--- config.mk ---
export PLATFORM = sky130hd
export DESIGN_NAME = qpu_dtcm_icb_arbiter
export DESIGN_NICKNAME = d
export VERILOG_FILES = /design/src/rtl/qpu_dtcm_icb_arbiter.sv
export SDC_FILE = /design/constraint.sdc
export NUM_CORES = 1
export LEC_CHECK = 0
export CAP_MARGIN = 40
export CORE_AREA = 2 2 124 126
export DETAILED_ROUTE_END_ITERATION = 10
export DIE_AREA = 0 0 126 128
export SETUP_SLACK_MARGIN = 0.5
export SLEW_MARGIN = 20
export SYNTH_ARGS = -nofsm -noshare
export SYNTH_HDL_FRONTEND = slang
export SYNTH_SLANG_ARGS = --single-unit
--- constraint.sdc ---
create_clock -name clk -period 1.9 [get_ports clk]
set_clock_uncertainty 0.2 [all_clocks]
set_input_delay 0.19 -clock clk [delete_from_list [all_inputs] [get_ports clk]]
set_output_delay 0.19 -clock clk [all_outputs]
set_load 0.02 [all_outputs]
--- src/rtl/qpu_dtcm_icb_arbiter.sv ---
// qpu_dtcm_icb_arbiter: shares the DTCM ICB port between EXU (m0) and loader (m1).
// Round-robin grant with stall lock; responses routed via an outstanding-index FIFO.
`ifndef QPU_ADDR_SIZE
`define QPU_ADDR_SIZE 32
`endif
`ifndef QPU_XLEN
`define QPU_XLEN 32
`endif

module qpu_dtcm_icb_arbiter #(
    parameter int AW         = `QPU_ADDR_SIZE,
    parameter int DW         = `QPU_XLEN,
    parameter int OUTS_DEPTH = 2
) (
    input  logic            clk,
    input  logic            rst_n,

    input  logic            m0_icb_cmd_valid,
    output logic            m0_icb_cmd_ready,
    input  logic [AW-1:0]   m0_icb_cmd_addr,
    input  logic            m0_icb_cmd_read,
    input  logic [DW-1:0]   m0_icb_cmd_wdata,
    input  logic [DW/8-1:0] m0_icb_cmd_wmask,
    output logic            m0_icb_rsp_valid,
    input  logic            m0_icb_rsp_ready,
    output logic [DW-1:0]   m0_icb_rsp_rdata,
    output logic            m0_icb_rsp_err,

    input  logic            m1_icb_cmd_valid,
    output logic            m1_icb_cmd_ready,
    input  logic [AW-1:0]   m1_icb_cmd_addr,
    input  logic            m1_icb_cmd_read,
    input  logic [DW-1:0]   m1_icb_cmd_wdata,
    input  logic [DW/8-1:0] m1_icb_cmd_wmask,
    output logic            m1_icb_rsp_valid,
    input  logic            m1_icb_rsp_ready,
    output logic [DW-1:0]   m1_icb_rsp_rdata,
    output logic            m1_icb_rsp_err,

    output logic            s_icb_cmd_valid,
    input  logic            s_icb_cmd_ready,
    output logic [AW-1:0]   s_icb_cmd_addr,
    output logic            s_icb_cmd_read,
    output logic [DW-1:0]   s_icb_cmd_wdata,
    output logic [DW/8-1:0] s_icb_cmd_wmask,
    input  logic            s_icb_rsp_valid,
    output logic            s_icb_rsp_ready,
    input  logic [DW-1:0]   s_icb_rsp_rdata,
    input  logic            s_icb_rsp_err,

    output logic            arb_active
);

    localparam int PW = (OUTS_DEPTH > 1) ? $clog2(OUTS_DEPTH) : 1;
    localparam int CW = $clog2(OUTS_DEPTH) + 1;
    localparam logic [PW-1:0] PTR_LAST = PW'(OUTS_DEPTH - 1);
    localparam logic [CW-1:0] CNT_FULL = CW'(OUTS_DEPTH);

    logic [OUTS_DEPTH-1:0] fifo_q, fifo_d;
    logic [PW-1:0]         wptr_q, wptr_d;
    logic [PW-1:0]         rptr_q, rptr_d;
    logic [CW-1:0]         cnt_q, cnt_d;
    logic                  rr_last_q, rr_last_d;
    logic                  lock_vld_q, lock_vld_d;
    logic                  lock_idx_q, lock_idx_d;

    logic sel, full, empty, head;
    logic cmd_hs, rsp_hs, lock_drop;

    assign full  = (cnt_q == CNT_FULL);
    assign empty = (cnt_q == '0);
    assign head  = fifo_q[rptr_q];

    // Grant choice: held lock first, then a lone requester, then round-robin
    always_comb begin
        sel = ~rr_last_q;
        if (lock_vld_q) begin
            sel = lock_idx_q;
        end else if (m0_icb_cmd_valid & ~m1_icb_cmd_valid) begin
            sel = 1'b0;
        end else if (m1_icb_cmd_valid & ~m0_icb_cmd_valid) begin
            sel = 1'b1;
        end
    end

    assign s_icb_cmd_valid = (m0_icb_cmd_valid | m1_icb_cmd_valid) & ~full;
    assign s_icb_cmd_addr  = sel ? m1_icb_cmd_addr  : m0_icb_cmd_addr;
    assign s_icb_cmd_read  = sel ? m1_icb_cmd_read  : m0_icb_cmd_read;
    assign s_icb_cmd_wdata = sel ? m1_icb_cmd_wdata : m0_icb_cmd_wdata;
    assign s_icb_cmd_wmask = sel ? m1_icb_cmd_wmask : m0_icb_cmd_wmask;

    assign m0_icb_cmd_ready = ~sel & s_icb_cmd_ready & ~full;
    assign m1_icb_cmd_ready =  sel & s_icb_cmd_ready & ~full;

    assign cmd_hs = s_icb_cmd_valid & s_icb_cmd_ready;

    // Responses go to the requester at the FIFO head; data is fanned out
    assign m0_icb_rsp_valid = s_icb_rsp_valid & ~empty & ~head;
    assign m1_icb_rsp_valid = s_icb_rsp_valid & ~empty &  head;
    assign m0_icb_rsp_rdata = s_icb_rsp_rdata;
    assign m1_icb_rsp_rdata = s_icb_rsp_rdata;
    assign m0_icb_rsp_err   = s_icb_rsp_err;
    assign m1_icb_rsp_err   = s_icb_rsp_err;
    assign s_icb_rsp_ready  = ~empty & (head ? m1_icb_rsp_ready : m0_icb_rsp_ready);

    assign rsp_hs = s_icb_rsp_valid & s_icb_rsp_ready;

    assign arb_active = m0_icb_cmd_valid | m1_icb_cmd_valid | ~empty;

    // A locked requester that drops valid breaks the protocol; release its lock
    assign lock_drop = lock_vld_q & (lock_idx_q ? ~m1_icb_cmd_valid : ~m0_icb_cmd_valid);

    // Next state for the outstanding FIFO, round-robin pointer and stall lock
    always_comb begin
        fifo_d     = fifo_q;
        wptr_d     = wptr_q;
        rptr_d     = rptr_q;
        cnt_d      = cnt_q;
        rr_last_d  = rr_last_q;
        lock_vld_d = lock_vld_q;
        lock_idx_d = lock_idx_q;

        if (cmd_hs) begin
            fifo_d[wptr_q] = sel;
            wptr_d         = (wptr_q == PTR_LAST) ? '0 : wptr_q + PW'(1);
            rr_last_d      = sel;
        end
        if (rsp_hs) begin
            rptr_d = (rptr_q == PTR_LAST) ? '0 : rptr_q + PW'(1);
        end

        unique case ({cmd_hs, rsp_hs})
            2'b10:   cnt_d = cnt_q + CW'(1);
            2'b01:   cnt_d = cnt_q - CW'(1);
            default: cnt_d = cnt_q;
        endcase

        if (cmd_hs) begin
            lock_vld_d = 1'b0;
        end else if (lock_drop) begin
            lock_vld_d = 1'b0;
        end else if (s_icb_cmd_valid & ~s_icb_cmd_ready) begin
            lock_vld_d = 1'b1;
            lock_idx_d = sel;
        end
    end

    // State registers; reset empties the FIFO and gives m0 the first tie
    always_ff @(posedge clk or negedge rst_n) begin
        if (!rst_n) begin
            fifo_q     <= '0;
            wptr_q     <= '0;
            rptr_q     <= '0;
            cnt_q      <= '0;
            rr_last_q  <= 1'b1;
            lock_vld_q <= 1'b0;
            lock_idx_q <= 1'b0;
        end else begin
            fifo_q     <= fifo_d;
            wptr_q     <= wptr_d;
            rptr_q     <= rptr_d;
            cnt_q      <= cnt_d;
            rr_last_q  <= rr_last_d;
            lock_vld_q <= lock_vld_d;
            lock_idx_q <= lock_idx_d;
        end
    end

endmodule

==> results of run 1 <==
## area by class of cell
type	count	area [µm²]	area share
sequential	9	228	0.0512
tap	188	235	0.0529
inverter	6	22.5	0.00506
timing repair buffer	249	2540	0.572
clock buffer	4	78.8	0.0177
multi-input combinational	105	1340	0.301
## stage by stage
step	worst slack (ns)	instance area [µm²]	TNS, ns	std cells	total power (µW)
floorplan	-0.0223	2070	-0.955	194	3430
global placement	-1.02	4050	-65.72	541	4920
detailed placement	-1.02	4050	-66.31	541	4950
CTS	-0.594	4180	-31.60	556	5670
global route	-0.549	4450	-34.10	561	6590
finish	-0.504	4450	-30.39	561	6250
## synthesized netlist by cell type
cell type and count:
sky130_fd_sc_hd__ha_1 1, sky130_fd_sc_hd__maj3_2 1, sky130_fd_sc_hd__and2_1 1, sky130_fd_sc_hd__dfrtp_1 8, sky130_fd_sc_hd__inv_1 6, sky130_fd_sc_hd__nor3b_1 1
sky130_fd_sc_hd__buf_6 6, sky130_fd_sc_hd__buf_4 66, sky130_fd_sc_hd__o31ai_1 1, sky130_fd_sc_hd__nand2_1 3, sky130_fd_sc_hd__o21ai_0 3, sky130_fd_sc_hd__nor4_1 1
sky130_fd_sc_hd__mux2_4 44, sky130_fd_sc_hd__nor2b_1 1, sky130_fd_sc_hd__mux2_2 26, sky130_fd_sc_hd__nor3_1 3, sky130_fd_sc_hd__buf_2 2, sky130_fd_sc_hd__dfstp_2 1
sky130_fd_sc_hd__xnor2_1 3, sky130_fd_sc_hd__xor2_1 2, sky130_fd_sc_hd__nor2_1 9, sky130_fd_sc_hd__mux2i_1 5
## path summary, 6_finish.rpt
check | to | slack, ns | depth (start not counted) | start
max | s_icb_cmd_addr[25] | -0.50 | 5 | rr_last_q
min | wptr_q | 0.06 | 1 | rst_n
max reg2reg | cnt_q[1] | -0.12 | 8 | rptr_q
min reg2reg | rr_last_q | 0.27 | 2 | rr_last_q
max in group asynchronous | rr_last_q | 1.12 | 1 | rst_n
min in group clk | m1_icb_rsp_rdata[7] | 0.18 | 0 | s_icb_rsp_rdata[7]
## logic make-up (layout without fill, tap and decap cells)
kind of cell / after synthesis / count (layout) / share of synthesized area
multiplexers: 75 / 75 / 0.501
buffers and inverters: 80 / 259 / 0.297
AND/OR/NAND/NOR: 19 / 19 / 0.0431
flip-flops: 9 / 9 / 0.113
adder cells (fa/ha/maj): 2 / 2 / 0.0119
AO/OA/AOI/OAI: 4 / 4 / 0.0112
XOR/XNOR: 5 / 5 / 0.0219
## cells in the final DEF (no fill, tap or decap), types with 2 or more instances in the layout
cell                              netlist  routed
sky130_fd_sc_hd__mux2i_1                5       3
sky130_fd_sc_hd__nor3_4                 0       2
sky130_fd_sc_hd__nor2_2                 0       4
sky130_fd_sc_hd__nand2_1                3       3
sky130_fd_sc_hd__xnor2_2                0       2
sky130_fd_sc_hd__dfrtp_1                8       7
sky130_fd_sc_hd__buf_2                  2      17
sky130_fd_sc_hd__nor2_4                 0       5
sky130_fd_sc_hd__mux2_2                26      25
sky130_fd_sc_hd__buf_4                 66      15
sky130_fd_sc_hd__clkdlybuf4s15_2        0       3
sky130_fd_sc_hd__mux2_4                44      45
sky130_fd_sc_hd__buf_6                  6      55
sky130_fd_sc_hd__buf_16                 0       3
sky130_fd_sc_hd__clkbuf_2               0       5
sky130_fd_sc_hd__buf_12                 0       3
sky130_fd_sc_hd__xor2_1                 2       2
sky130_fd_sc_hd__clkdlybuf4s50_1        0     142
sky130_fd_sc_hd__inv_2                  0       3
sky130_fd_sc_hd__clkbuf_16              0       6
sky130_fd_sc_hd__mux2i_4                0       2
sky130_fd_sc_hd__dlygate4sd2_1          0       2
sky130_fd_sc_hd__inv_1                  6       3
## registers in the layout, indices dropped and copies added, names as in the netlist
signal and count:
wptr_q 1, lock_idx_q 1, lock_vld_q 1, cnt_q 2, rptr_q 1, fifo_q 2
rr_last_q 1
## what timing repair did
action | 4_1_cts | 5_1_grt
setup buffers | 9 | 2
gates cloned | 2 | 3
pin swaps | 6 | 2
setup endpoints to repair | 85 | 85
gates resized for setup | 359 | 77
hold endpoints to repair | 0 | 0
## power by group through the flow
stage	logic, µW	clock network (µW)	registers, µW
final	5460	363	425
after global routing	5760	387	439
after CTS	4890	373	410
after detailed placement	4560	0	393
after global placement	4540	0	386
after floorplan	3050	0	382
## metal layers
layer,vias up,GRT usage,part of all wire
li1,955,-,-
met1,930,0.118,0.41
met2,176,0.158,0.47
met3,5,0.0417,0.12
met4,0,0.0129,0.0042
met5,-,0,0
## critical path, cell delays in order, from the launching register on
cell and delay [ns]:
sky130_fd_sc_hd__dfstp_2 0.36, sky130_fd_sc_hd__maj3_2 0.29, sky130_fd_sc_hd__mux2_4 0.37, sky130_fd_sc_hd__buf_6 0.18
sky130_fd_sc_hd__mux2_4 0.31, sky130_fd_sc_hd__clkdlybuf4s15_2 0.26
==> flow_metrics.tcl, run 1 <==
set metrics [dict create \
    run_status "finished with violations" \
    violations "negative setup slack" \
    area_growth_pct 122 \
    seqPwrFrac 0.068 \
    worstSkewPairLatency_ns 0.23 \
    clock_power_share 0.058 \
    worst_ep_required_time_ns 1.51 \
    via_count 2066 \
    net_total_in_the_final_layout 554 \
    clk_root_buffer_cell "sky130_fd_sc_hd__clkbuf_16" \
    synth-seq-cells 9 \
    grt_setup_unrepaired "true" \
    dp.final_hpwl_mm 6.85 \
    cts_htree_levels 1 \
    setup_viol 73 \
    die_y_um 128 \
    fillCellCount 1552 \
    postRouteWirelength_mm 9.03 \
    start_util 0.135 \
    numCtsBuffers 3 \
    hold_slack_ns 0.0584 \
    p_sw_uw 2530 \
    pin_count 321 \
    first_pass_grt_wire_length_mm 12.2 \
    synth.largest_area_cell "sky130_fd_sc_hd__mux2_4" \
    first_global_vias 2169 \
    clock_tree.buffer_depth 2 \
    tritoncts "done" \
    power.share.switching 0.404 \
    tritoncts_num_sinks 9 \
    total_leakage_power_uw 0.00194 \
    dr.pass1.iters 2 \
    initial_antenna_violation_count 0 \
    ctsHoldBuffers 0 \
    synth.avg_cell_area_um2 10.3 \
    timing.hold.worst.class "in2async" \
    maxCapViolCount 0 \
    internal_uw 3730 \
    io_buffers 221 \
    final_util 0.299 \
    crit_type "reg2out" \
    worst-endpoint-arrival_ns 2.01 \
    max_clock_freq_mhz 416 \
    number_of_remaining_drc_errors 0 \
    sequential_to_total_area_share_from_yosys_stat 0.113 \
    report.final.hold_viol_count 0 \
    worst_setup_path_start_kind "flop" \
    power.density_cell_area_nw_per_um2 1410 \
    die_area_um2 16100 \
    gr-total-overflow 0 \
    n_antenna_cell 0 \
    final_layout_size_suffix_gt1_frac 0.547 \
    core_area_um2 14900 \
    grt_max_degree 38 \
    gpl.final_weighted_congestion 0.744 \
    finalMaxSlewViolations 0 \
    period_needed_ns 2.40 \
    drt-initial-drc-count 32 \
    wl_per_cell_um 16.1 \
    timing.final.ws_setup_ns -0.504 \
    die_x_um 126 \
    power_frac_comb 0.874 \
    cp-end-kind "output port" \
    post_drt_via_cell_ratio 3.68 \
    synthDistinctLibCells 22 \
    timing.max_slew.rel_slack 0.729 \
    mappedNetlistNets 374 \
    power.ir.vdd_worst_v 0.00103 \
    ranking_of_synthesized_cells_by_area "sky130_fd_sc_hd__mux2_4 33%, sky130_fd_sc_hd__buf_4 25%, sky130_fd_sc_hd__mux2_2 15%, sky130_fd_sc_hd__dfrtp_1 10%, sky130_fd_sc_hd__buf_6 3.4%" \
    grt.total_usage 0.0954 \
    synthesis.area_um2 2000 \
    tightestPinTransition_ns 0.406 \
    synth_top_area_share 0.330 \
    finalCritPeriodShare 1.27 \
    num_rows 45 \
    synth-warning-count 0 \
    cp_max_fo 10 \
    netlist_instances 194 \
    post_drt_antenna_nets 0 \
    clkSlewWorstSetupHoldPaths_ns 0.04 \
]
(Power assumes the default switching activity.)
==> inputs of run 2 (changes only) <==
--- a/config.mk
+++ b/config.mk
@@ -9,8 +9,10 @@
 export CORE_AREA = 2 2 124 126
 export DETAILED_ROUTE_END_ITERATION = 10
 export DIE_AREA = 0 0 126 128
+export HOLD_SLACK_MARGIN = 0.1
 export SETUP_SLACK_MARGIN = 0.5
 export SLEW_MARGIN = 20
 export SYNTH_ARGS = -nofsm -noshare
 export SYNTH_HDL_FRONTEND = slang
 export SYNTH_SLANG_ARGS = --single-unit
+export TNS_END_PERCENT = 100
==> flow_metrics.tcl, run 2 (synthesis results as in run 1) <==
set metrics [dict create \
    die_x_um 126 \
    finalMaxSlewViolations 0 \
    numCtsBuffers 3 \
    report.final.hold_viol_count 0 \
    power.ir.vdd_worst_v 0.00107 \
    gr-total-overflow 0 \
    pin_count 321 \
    dr_wl_met3_mm 1.05 \
    clock_tree.buffer_depth 2 \
    met1_length_mm 3.72 \
    via_count 2066 \
    post_drt_antenna_nets 0 \
    wl_per_cell_um 16.1 \
    cp-end-kind "output port" \
    run_status "finished with violations" \
    post_drt_via_cell_ratio 3.68 \
    dp.final_hpwl_mm 6.85 \
    postRouteWirelength_mm 9.03 \
    totalNegativeSetupSlack_ns -30.39 \
    cp_max_fo 10 \
    final_layout_size_suffix_gt1_frac 0.545 \
    io_buffers 221 \
    die_area_um2 16100 \
    grt_setup_unrepaired "true" \
    tightestPinTransition_ns 0.406 \
    net_total_in_the_final_layout 555 \
    layout_commonest_cell "sky130_fd_sc_hd__clkdlybuf4s50_1" \
    worst_ep_required_time_ns 1.51 \
    worst-endpoint-arrival_ns 2.01 \
    timing.hold.worst.class "in2out" \
    grt_max_degree 38 \
    clkSlewWorstSetupHoldPaths_ns 0.04 \
    first_pass_grt_wire_length_mm 12.3 \
    violations "negative setup slack" \
    instances_no_fill 562 \
    worstSkewPairLatency_ns 0.23 \
    worst_setup_path_start_kind "flop" \
    total_leakage_power_uw 0.00195 \
    grt.total_usage 0.0958 \
    first_global_vias 2175 \
    most-common-layout-cells "142 x sky130_fd_sc_hd__clkdlybuf4s50_1, 55 x sky130_fd_sc_hd__buf_6, 45 x sky130_fd_sc_hd__mux2_4, 25 x sky130_fd_sc_hd__mux2_2, 17 x sky130_fd_sc_hd__buf_2" \
    tritoncts "done" \
    die_y_um 128 \
    core_area_um2 14900 \
    tritoncts_num_sinks 9 \
    fin_total_pwr_uw 6260 \
    start_util 0.135 \
    crit_type "reg2out" \
    period_needed_ns 2.40 \
    num_rows 45 \
    number_of_remaining_drc_errors 0 \
    fillCellCount 1552 \
    max_clock_freq_mhz 416 \
    top_layer_used "met4" \
    power.density_cell_area_nw_per_um2 1400 \
    setup_viol 73 \
    finalCritPeriodShare 1.27 \
    dpl.cell_count 541 \
    reg.largest.list "cnt_q (2), fifo_q (2)" \
    drt-initial-drc-count 35 \
    cts_htree_levels 1 \
    initial_antenna_violation_count 0 \
    clk_root_buffer_cell "sky130_fd_sc_hd__clkbuf_16" \
    dr.pass1.iters 2 \
    timing.final.ws_setup_ns -0.504 \
    gpl.final_weighted_congestion 0.744 \
    area_growth_pct 123 \
    met2_length_mm 4.21 \
    timing.max_slew.rel_slack 0.728 \
    n_antenna_cell 0 \
    maxCapViolCount 0 \
]
==> run 2: cell types whose count changed in the layout (fill, tap and decap cells not counted) <==
cell | previous run | this run
sky130_fd_sc_hd__dlygate4sd3_1 | 0 | 1
==> run 2: timing repair <==
item / CTS / global route
pin swaps: 6 / 2
gates resized for setup: 359 / 77
cloned: 2 / 3
endpoints found under the hold margin: 8 / 0
buffers inserted: 9 / 2
setup endpoints to repair: 85 / 85
hold buffers: 1 / 0
==> run 2: final cells by class <==
| type | instances | area, µm² | share of cell area |
|---|---|---|---|
| Clock buffer | 4 | 78.8 | 0.0177 |
| Multi-Input combinational cell | 105 | 1340 | 0.301 |
| Tap cell | 188 | 235 | 0.0527 |
| Sequential cell | 9 | 228 | 0.0511 |
| Inverter | 6 | 22.5 | 0.00505 |
| Timing Repair Buffer | 250 | 2550 | 0.573 |
==> run 2: critical path, stage by stage (launching register included) <==
cell                              delay (ns)
sky130_fd_sc_hd__dfstp_2                0.36
sky130_fd_sc_hd__maj3_2                 0.29
sky130_fd_sc_hd__mux2_4                 0.37
sky130_fd_sc_hd__buf_6                  0.19
sky130_fd_sc_hd__mux2_4                 0.31
sky130_fd_sc_hd__clkdlybuf4s15_2        0.26
==> run 2: final timing paths <==
kind	startpoint	endpoint	slack (ns)	cells past startpoint
worst min register to register	rr_last_q	rr_last_q	0.27	2
worst max register to register	rptr_q	cnt_q[1]	-0.11	8
worst min-delay path	s_icb_rsp_rdata[7]	m1_icb_rsp_rdata[7]	0.18	0
worst max-delay path	rr_last_q	s_icb_cmd_addr[25]	-0.50	5
min in group asynchronous	rst_n	wptr_q	0.59	2
max in group asynchronous	rst_n	rr_last_q	0.59	2
==> run 2: metal layers <==
layer | global-route usage | vias up
met4 | 0.0129 | 0
li1 | - | 956
met5 | 0 | -
met2 | 0.160 | 176
met3 | 0.0417 | 5
met1 | 0.118 | 929
==> run 2: through the flow <==
stage / util / hold slack, ns / instance area, µm² / setup slack, ns
3_5_place_dp: 0.272 / 0.180 / 4050 / -1.02
5_1_grt: 0.300 / 0.180 / 4460 / -0.549
6_report: 0.300 / 0.180 / 4460 / -0.504
4_1_cts: 0.282 / 0.180 / 4190 / -0.594
2_1_floorplan: - / -0.306 / 2070 / -0.0223
3_3_place_gp: 0.272 / 0.180 / 4050 / -1.02
==> run 2: power by group <==
group | switching, µW | internal (µW)
Sequential | 120 | 305
Combinational | 2330 | 3140
Clock | 83.7 | 280
==> inputs of run 3 (changes only) <==
--- a/config.mk
+++ b/config.mk
@@ -11,7 +11,6 @@
 export DIE_AREA = 0 0 126 128
 export HOLD_SLACK_MARGIN = 0.1
 export SETUP_SLACK_MARGIN = 0.5
-export SLEW_MARGIN = 20
 export SYNTH_ARGS = -nofsm -noshare
 export SYNTH_HDL_FRONTEND = slang
 export SYNTH_SLANG_ARGS = --single-unit
==> results of run 3 <==
Same layout as run 2: the final DEF is identical, and so are final timing and power.
